<file path="src/rtl/decim_sequencer_if.sv">
// decim_sequencer_if: valid/ready output stream carrying captured filter words
//   out_data  [DW-1:0]  captured word (master -> slave)
//   out_valid           out_data holds an unconsumed word (master -> slave)
//   out_ready           consumer accepts when out_valid && out_ready (slave -> master)
interface decim_sequencer_if #(
    parameter int DW = 12
);
    logic [DW-1:0] out_data;
    logic          out_valid;
    logic          out_ready;
    modport master (output out_data, output out_valid, input out_ready);
    modport slave  (input out_data, input out_valid, output out_ready);
endinterface

</file>
<file path="src/rtl/decim_sequencer.sv">
// decim_sequencer: run-control and output scheduler for the ADC decimation path
//   clk           system clock, all logic on posedge
//   rst_n         synchronous active-low reset
//   en            run enable, level-sensitive
//   cfg_osr_log2  window length = 2^cfg_osr_log2, clamped, sampled at start only
//   data_in       filter output word, captured at each RUN window end
//   out_if        valid/ready output stream (master modport)
//   win_end       strobe on the last cycle of each window
//   busy          sequencer not idle
//   overrun       sticky flag: a window-end word was dropped
//   ovr_clr       clears overrun (a simultaneous set wins)
// Optional feature: define DECIM_SETTLE_EN to discard the first SETTLE_WINDOWS
// window ends after every start.
module decim_sequencer #(
    parameter int DW             = 12,
    parameter int OSR_MIN_LOG2   = 4,
    parameter int OSR_MAX_LOG2   = 9,
    parameter int SETTLE_WINDOWS = 2
) (
    input  logic                 clk,
    input  logic                 rst_n,
    input  logic                 en,
    input  logic [3:0]           cfg_osr_log2,
    input  logic [DW-1:0]        data_in,
    input  logic                 ovr_clr,
    decim_sequencer_if.master    out_if,
    output logic                 win_end,
    output logic                 busy,
    output logic                 overrun
);
    localparam int CW = OSR_MAX_LOG2;
    localparam logic [3:0] OSR_MIN = 4'(OSR_MIN_LOG2);
    localparam logic [3:0] OSR_MAX = 4'(OSR_MAX_LOG2);
    typedef enum logic [1:0] {IDLE, SETTLE, RUN} state_t;
    state_t        state_q, state_d;
    logic [CW-1:0] cnt_q, cnt_d;
    logic [3:0]    osr_q, osr_d;
    logic [DW-1:0] data_q, data_d;
    logic          valid_q, valid_d;
    logic          ovr_q, ovr_d;
    logic [CW-1:0] win_mask;
    logic [3:0]    osr_clamped;
`ifdef DECIM_SETTLE_EN
    localparam int SW = $clog2(SETTLE_WINDOWS + 1);
    logic [SW-1:0] settle_q, settle_d;
`endif
    assign osr_clamped = cfg_osr_log2 < OSR_MIN ? OSR_MIN :
                         cfg_osr_log2 > OSR_MAX ? OSR_MAX : cfg_osr_log2;
    // Low osr_q bits set: the terminal count of the active window.
    assign win_mask = ~({CW{1'b1}} << osr_q);
    assign busy     = state_q != IDLE;
    assign win_end  = busy && cnt_q == win_mask;
    assign overrun  = ovr_q;
    assign out_if.out_data  = data_q;
    assign out_if.out_valid = valid_q;
    always_comb begin
        state_d = state_q;
        cnt_d   = cnt_q;
        osr_d   = osr_q;
        data_d  = data_q;
        valid_d = valid_q && !out_if.out_ready;
        ovr_d   = ovr_q && !ovr_clr;
`ifdef DECIM_SETTLE_EN
        settle_d = settle_q;
`endif
        if (state_q == IDLE) begin
            if (en) begin
                osr_d = osr_clamped;
                cnt_d = '0;
`ifdef DECIM_SETTLE_EN
                settle_d = '0;
                state_d  = SETTLE;
`else
                state_d  = RUN;
`endif
            end
        end else if (!en) begin
            // Partial window is abandonned; a pending word stays consumable.
            state_d = IDLE;
            cnt_d   = '0;
        end else begin
            cnt_d = win_end ? '0 : cnt_q + 1'b1;
            if (win_end && state_q == RUN) begin
                // A handshake in the same cycle frees the slot for the new word.
                if (valid_q && !out_if.out_ready) begin
                    ovr_d = 1'b1;
                end else begin
                    data_d  = data_in;
                    valid_d = 1'b1;
                end
            end
`ifdef DECIM_SETTLE_EN
            if (win_end && state_q == SETTLE) begin
                settle_d = settle_q + 1'b1;
                state_d  = settle_q == SW'(SETTLE_WINDOWS - 1) ? RUN : SETTLE;
            end
`endif
        end
    end
    always_ff @(posedge clk) begin
        if (!rst_n) begin
            state_q <= IDLE;
            cnt_q   <= '0;
            osr_q   <= OSR_MAX;
            data_q  <= '0;
            valid_q <= 1'b0;
            ovr_q   <= 1'b0;
`ifdef DECIM_SETTLE_EN
            settle_q <= '0;
`endif
        end else begin
            state_q <= state_d;
            cnt_q   <= cnt_d;
            osr_q   <= osr_d;
            data_q  <= data_d;
            valid_q <= valid_d;
            ovr_q   <= ovr_d;
`ifdef DECIM_SETTLE_EN
            settle_q <= settle_d;
`endif
        end
    end
endmodule

</file>
<file path="src/flat_wrapper.sv">
// flat-port wrapper written by rule: the top's interface ports become plain ports
module decim_sequencer_flat 
#(
    parameter int DW             = 12,
    parameter int OSR_MIN_LOG2   = 4,
    parameter int OSR_MAX_LOG2   = 9,
    parameter int SETTLE_WINDOWS = 2
)
  (clk, rst_n, en, cfg_osr_log2, data_in, ovr_clr, win_end, busy, overrun, out_if_out_data, out_if_out_valid, out_if_out_ready);
  decim_sequencer_if #(.DW(DW)) out_if_i ();
  input  logic clk;
  input  logic rst_n;
  input  logic en;
  input  logic [3:0] cfg_osr_log2;
  input  logic [DW-1:0] data_in;
  input  logic ovr_clr;
  output logic win_end;
  output logic busy;
  output logic overrun;
  output wire logic [$bits(out_if_i.out_data)-1:0] out_if_out_data;
  output wire logic [$bits(out_if_i.out_valid)-1:0] out_if_out_valid;
  input wire logic [$bits(out_if_i.out_ready)-1:0] out_if_out_ready;
  assign out_if_out_data = out_if_i.out_data;
  assign out_if_out_valid = out_if_i.out_valid;
  assign out_if_i.out_ready = out_if_out_ready;
  decim_sequencer #(.DW(DW), .OSR_MIN_LOG2(OSR_MIN_LOG2), .OSR_MAX_LOG2(OSR_MAX_LOG2), .SETTLE_WINDOWS(SETTLE_WINDOWS)) u_core (.clk(clk), .rst_n(rst_n), .en(en), .cfg_osr_log2(cfg_osr_log2), .data_in(data_in), .ovr_clr(ovr_clr), .out_if(out_if_i), .win_end(win_end), .busy(busy), .overrun(overrun));
endmodule
</file>
<file path="config.mk">
export PLATFORM = sky130hd
export DESIGN_NAME = decim_sequencer_flat
export DESIGN_NICKNAME = d
export VERILOG_FILES = /design/src/rtl/decim_sequencer_if.sv /design/src/rtl/decim_sequencer.sv /design/src/flat_wrapper.sv
export SDC_FILE = /design/constraint.sdc
export NUM_CORES = 1
export LEC_CHECK = 0
export ABC_AREA = 1
export CAP_MARGIN = 0
export CORE_MARGIN = 1.5
export CORE_UTILIZATION = 49
export CTS_CLUSTER_DIAMETER = 100
export DETAILED_ROUTE_END_ITERATION = 10
export PLACE_DENSITY = 0.79
export RECOVER_POWER = 50
export SETUP_SLACK_MARGIN = 0.4
export SLEW_MARGIN = 20
export SYNTH_ARGS = -nofsm -noshare
export SYNTH_HDL_FRONTEND = slang
export SYNTH_SLANG_ARGS = --single-unit
</file>
<file path="constraint.sdc">
create_clock -name clk -period 2.5 [get_ports clk]
set_input_delay 0.625 -clock clk [delete_from_list [all_inputs] [get_ports clk]]
set_output_delay 0.625 -clock clk [all_outputs]
set_load 0.05 [all_outputs]
</file>
After elaboration in Yosys (flattened, before gate mapping)
Index checks and enable logic that the tools add are counted.
- register bits after elaboration: 29
- input bits: 21
- output and inout port bits: 16
- word-level logic and storage cells: 44
- add/sub/neg operators: 1
- magnitude comparators: 2
- eq/ne operators: 4
- shift operators: 1
- mux-type cells: 16
- bitwise logic cells: 3
- reductions and logical operators: 11
- operator list (cell ; count):
    2-to-1 mux 9 bit ; 4
    adder 9 x 1 -> 9 bit (second input constant) ; 1
    equality test 9 bit ; 1
    NOT 9 bit ; 1
    left shift 9 x 4 -> 9 bit (first input constant) ; 1
    2-to-1 mux 4 bit ; 2
    2-to-1 mux 1 bit ; 7
    2-to-1 mux 2 bit ; 3
    greater-than comparator 4 bit (second input constant) ; 1
    logical AND 1 bit ; 4
    less-than comparator 4 x 3 -> 1 bit (second input constant) ; 1
    AND reduction 2 bit ; 2
    AND reduction 4 bit ; 1
    equality test 2 bit (second input constant) ; 1
    logical NOT 1 bit ; 2
    logical NOT 2 bit ; 1
    inequality test 2 x 1 -> 1 bit (second input constant) ; 1
    inequality test 2 bit (second input constant) ; 1
    NOT 1 bit ; 2
    nonzero test 2 bit ; 1

Depth between registers and ports, before layout
- word-level depth: 8
- mapped depth: 12
- gate-level depth less buffers: 11

Worst setup path after synthesis
No wires, ideal clock.
- path type: reg-to-output
- from: register u_core.state_q[1]
- to: output win_end
- arrival time: 1.715 ns
- data required time: 1.875 ns
- slack: 0.160 ns
- stages on the path, launching flop included: 8
- path buffers: 0
- path through: dfxtp_1 inv_1 a21oi_1 nand3_1 nor2_1 nand2_1 nor2_2 and2_1
- cells in the longest elaborated chain, start to end: 2
- ends and longest elaborated chain (item ; RTL line ; RTL):
    from (decl) ; decim_sequencer.sv:35 ; state_t state_q, state_d;
    from (signal assigned) ; decim_sequencer.sv:112 ; state_q <= state_d;
    nonzero test 2 bit ; decim_sequencer.sv:51 ; assign busy = state_q != IDLE;
    logical AND 1 bit ; decim_sequencer.sv:52 ; assign win_end = busy && cnt_q == win_mask;
    to (decl) ; flat_wrapper.sv:17 ; output logic win_end;
No other way between the ends.

Worst setup path after layout
- from: register u_core.osr_q[3]
- to: output win_end
- cells in the longest elaborated chain, start to end: 4
- ends and longest elaborated chain (item ; RTL line ; RTL):
    from (decl) ; decim_sequencer.sv:37 ; logic [3:0] osr_q, osr_d;
    from (signal assigned) ; decim_sequencer.sv:114 ; osr_q <= osr_d;
    left shift 9 x 4 -> 9 bit ; decim_sequencer.sv:50 ; assign win_mask = ~({CW{1'b1}} << osr_q);
    NOT 9 bit ; decim_sequencer.sv:50 ;
    equality test 9 bit ; decim_sequencer.sv:52 ;
    logical AND 1 bit ; decim_sequencer.sv:52 ;
No other way between the ends.

==> qor.yml <==
vias_per_cell: 4.82
outcome: "complete, no violations"
dp.cells: 324
worstSkewPairLatency_ns: 0.32
htree_levels: 1
syn2layout_area_growth_pct: 30.7
required_ns: 1.88
drt_iter0_markers: 61
antennaDiodeCount: 0
final_common_cell: "nand2_1"
drt-pass1-iter-count: 4
hp-class: "reg -> reg"
synth_compound_area_frac: 0.0656
ff_latch_area_sq_um: 572
yosysSeqAreaShare: 0.354
cts_tree: "built"
critPathMaxFanout: 7
worstPathArrival_ns: 1.68
synth_cell_types: 24
fin_crit_ns: 2.30
power.density_mw_per_mm2: 448
tightest_slew_ns: 0.591
synth_simple_gate_area_frac: 0.417
syn_inst: 247
synth_top_family_by_area: "simple AND/OR/NAND/NOR gates"
clock-skew-final_ns: 0.00921
vias: 1595
clock_sinks: 28
cts_hold_buf: 0
overflow: 0
die_h_um: 59.9
yosys_warnings: 0
final_cell_mix: "75 x nand2_1, 33 x inv_1, 33 x nor2_1"
drc: 0
final_util: 0.678
synth_area_per_cell_sq_um: 6.41
relSlewSlack: 0.607
final_antenna_net_count: 0
max_freq_mhz: 434
gp_congestion: 0.955
clock-root-buffer: "clkbuf_4"
grtUsageTotal: 0.213
io_pins: 37
cts_buffers: 3
antenna_found_initial: 0
setup_violations: 0
clock_path_buffers: 2
grt_pass1_vias: 1379
grt_pass1_wl_um: 5840
finalNonFillerCells: 331
syn-num-nets: 271
rsz0062_at_grt: "yes"
routed_wl_um: 3650
routedWlPerCell_um: 11.0
worst_setup_path_start_kind: "flop"
dp_hpwl_um: 2740
fin_crit_sh: 0.922
yosys_register_bits: 28
synth_mux_area_frac: 0
die_x_um: 59.9
port_buffers: 36
finalNetCount: 313
power.leakage_nw: 0.942
critPathKind: "reg -> out"
core_area_sq_mm: 0.00305
multi_input_area_sq_um: 896
start_util: 0.519
postLayoutCellArea_sq_mm: 0.00207
cts.clk_slew.worst_paths_ns: 0.14
fin_setup_tns_ns: 0
netlist_area_sq_mm: 0.00158
synth_xor_area_frac: 0.0387
num_rows: 20
grt_max_degree: 15
design.die.area_sq_mm: 0.00358
synthAdderAreaFrac: 0.0237
p_total_w: 0.000928
vdd_drop_max_mv: 0.428
n_fill_cell: 307
hold_viol: 0
max-cap-violations: 0
drive_gt1_frac: 0.101
worst_setup_path_end_kind: "output pin"
placed_cell_area_sq_mm: 0.00200
slew_viol_final: 0
-- where the power goes --
group	internal (W)	switching [W]	leakage, nW
Combinational	0.000105	0.000153	0.700
Clock	0.0000564	0.000118	0.0138
Sequential	0.000469	0.0000265	0.228
Total	0.000630	0.000297	0.942
-- cells by family (layout without fill, tap and decap cells) --
kind of cell	count (synthesis)	count (layout)
AND/OR/NAND/NOR	149	149
buffers and inverters	40	80
flip-flops	28	28
AO/OA/AOI/OAI	20	20
XOR/XNOR	7	7
adder cells (fa/ha/maj)	3	3
-- layer usage --
| metal | vias up | GRT usage | share of wire | wire, um |
|---|---|---|---|---|
| li1 | 848 | - | - | - |
| met2 | 38 | 0.363 | 0.47 | 1720 |
| met4 | 0 | 0.0508 | 0.013 | 49 |
| met1 | 705 | 0.276 | 0.47 | 1720 |
| met5 | - | 0 | 0 | 0 |
| met3 | 4 | 0.0390 | 0.043 | 156 |
-- final timing paths --
path | to | slack [ns] | from | depth (start not counted)
hold reg to reg | u_core.overrun$_SDFF_PN0_ | 0.47 | u_core.overrun$_SDFF_PN0_ | 2
hold / removal | u_core.overrun$_SDFF_PN0_ | 0.47 | u_core.overrun$_SDFF_PN0_ | 2
setup / recovery | win_end | 0.20 | u_core.osr_q[3]$_SDFFE_PN1P_ | 9
setup reg to reg | u_core.out_if.out_data[5]$_SDFFE_PN0P_ | 0.60 | u_core.osr_q[3]$_SDFFE_PN1P_ | 12
-- flip-flops by register name, indices dropped and copies added, names as in the netlist --
signal,count
u_core.cnt_q,9
u_core.osr_q,4
u_core.out_if.out_data,12
u_core.out_if.out_valid,1
u_core.overrun,1
u_core.state_q,1
-- per-stage QoR --
step / hold WS, ns / worst slack, ns
after floorplan: 0.478 / 0.510
after global placement: 0.458 / 0.349
after detailed placement: 0.456 / 0.257
after CTS: 0.474 / 0.229
after global routing: 0.486 / 0.0648
final: 0.470 / 0.196
-- cells in the mapped netlist --
library cell | number | area (sq um)
a211o_1 | 1 | 8.76
a21oi_1 | 15 | 75.1
and2_1 | 1 | 6.26
and3_1 | 1 | 6.26
buf_2 | 2 | 10.0
buf_6 | 1 | 11.3
clkbuf_1 | 3 | 11.3
dfxtp_1 | 28 | 561
ha_1 | 3 | 37.5
inv_1 | 33 | 124
inv_2 | 1 | 3.75
nand2_1 | 78 | 293
nand3_1 | 15 | 75.1
nand3_2 | 1 | 10.0
nand3b_1 | 7 | 52.6
nand4_1 | 4 | 25.0
nand4_2 | 2 | 25.0
nor2_1 | 34 | 128
nor2_2 | 3 | 18.8
nor2_4 | 1 | 11.3
nor3_1 | 2 | 10.0
o21ai_0 | 4 | 20.0
xnor2_1 | 2 | 17.5
xor2_1 | 5 | 43.8
-- critical path: stages, from the launching register on --
cell and delay [ns]:
dfxtp_4 0.42, nor2_4 0.08, buf_4 0.13, nand2_2 0.05, nand2_2 0.06, nor2_2 0.12, nand3_2 0.10, nor2_4 0.12
and2_4 0.16, buf_12 0.13
-- layout make-up --
class	instances	area share
Clock buffer	3	0.0109
Inverter	34	0.0628
Multi-Input combinational cell	179	0.433
Sequential cell	28	0.276
Tap cell	44	0.0266
Timing Repair Buffer	43	0.191
-- timing repair --
action / 4_1_cts / 5_1_grt
pin swaps: 4 / 5
endpoints found under the hold margin: 0 / 0
buffers inserted: 3 / 1
resized for setup: 25 / 7
gates cloned: 0 / 0
setup endpoints to repair: 15 / 2
Power figures use the tool's default switching activity.
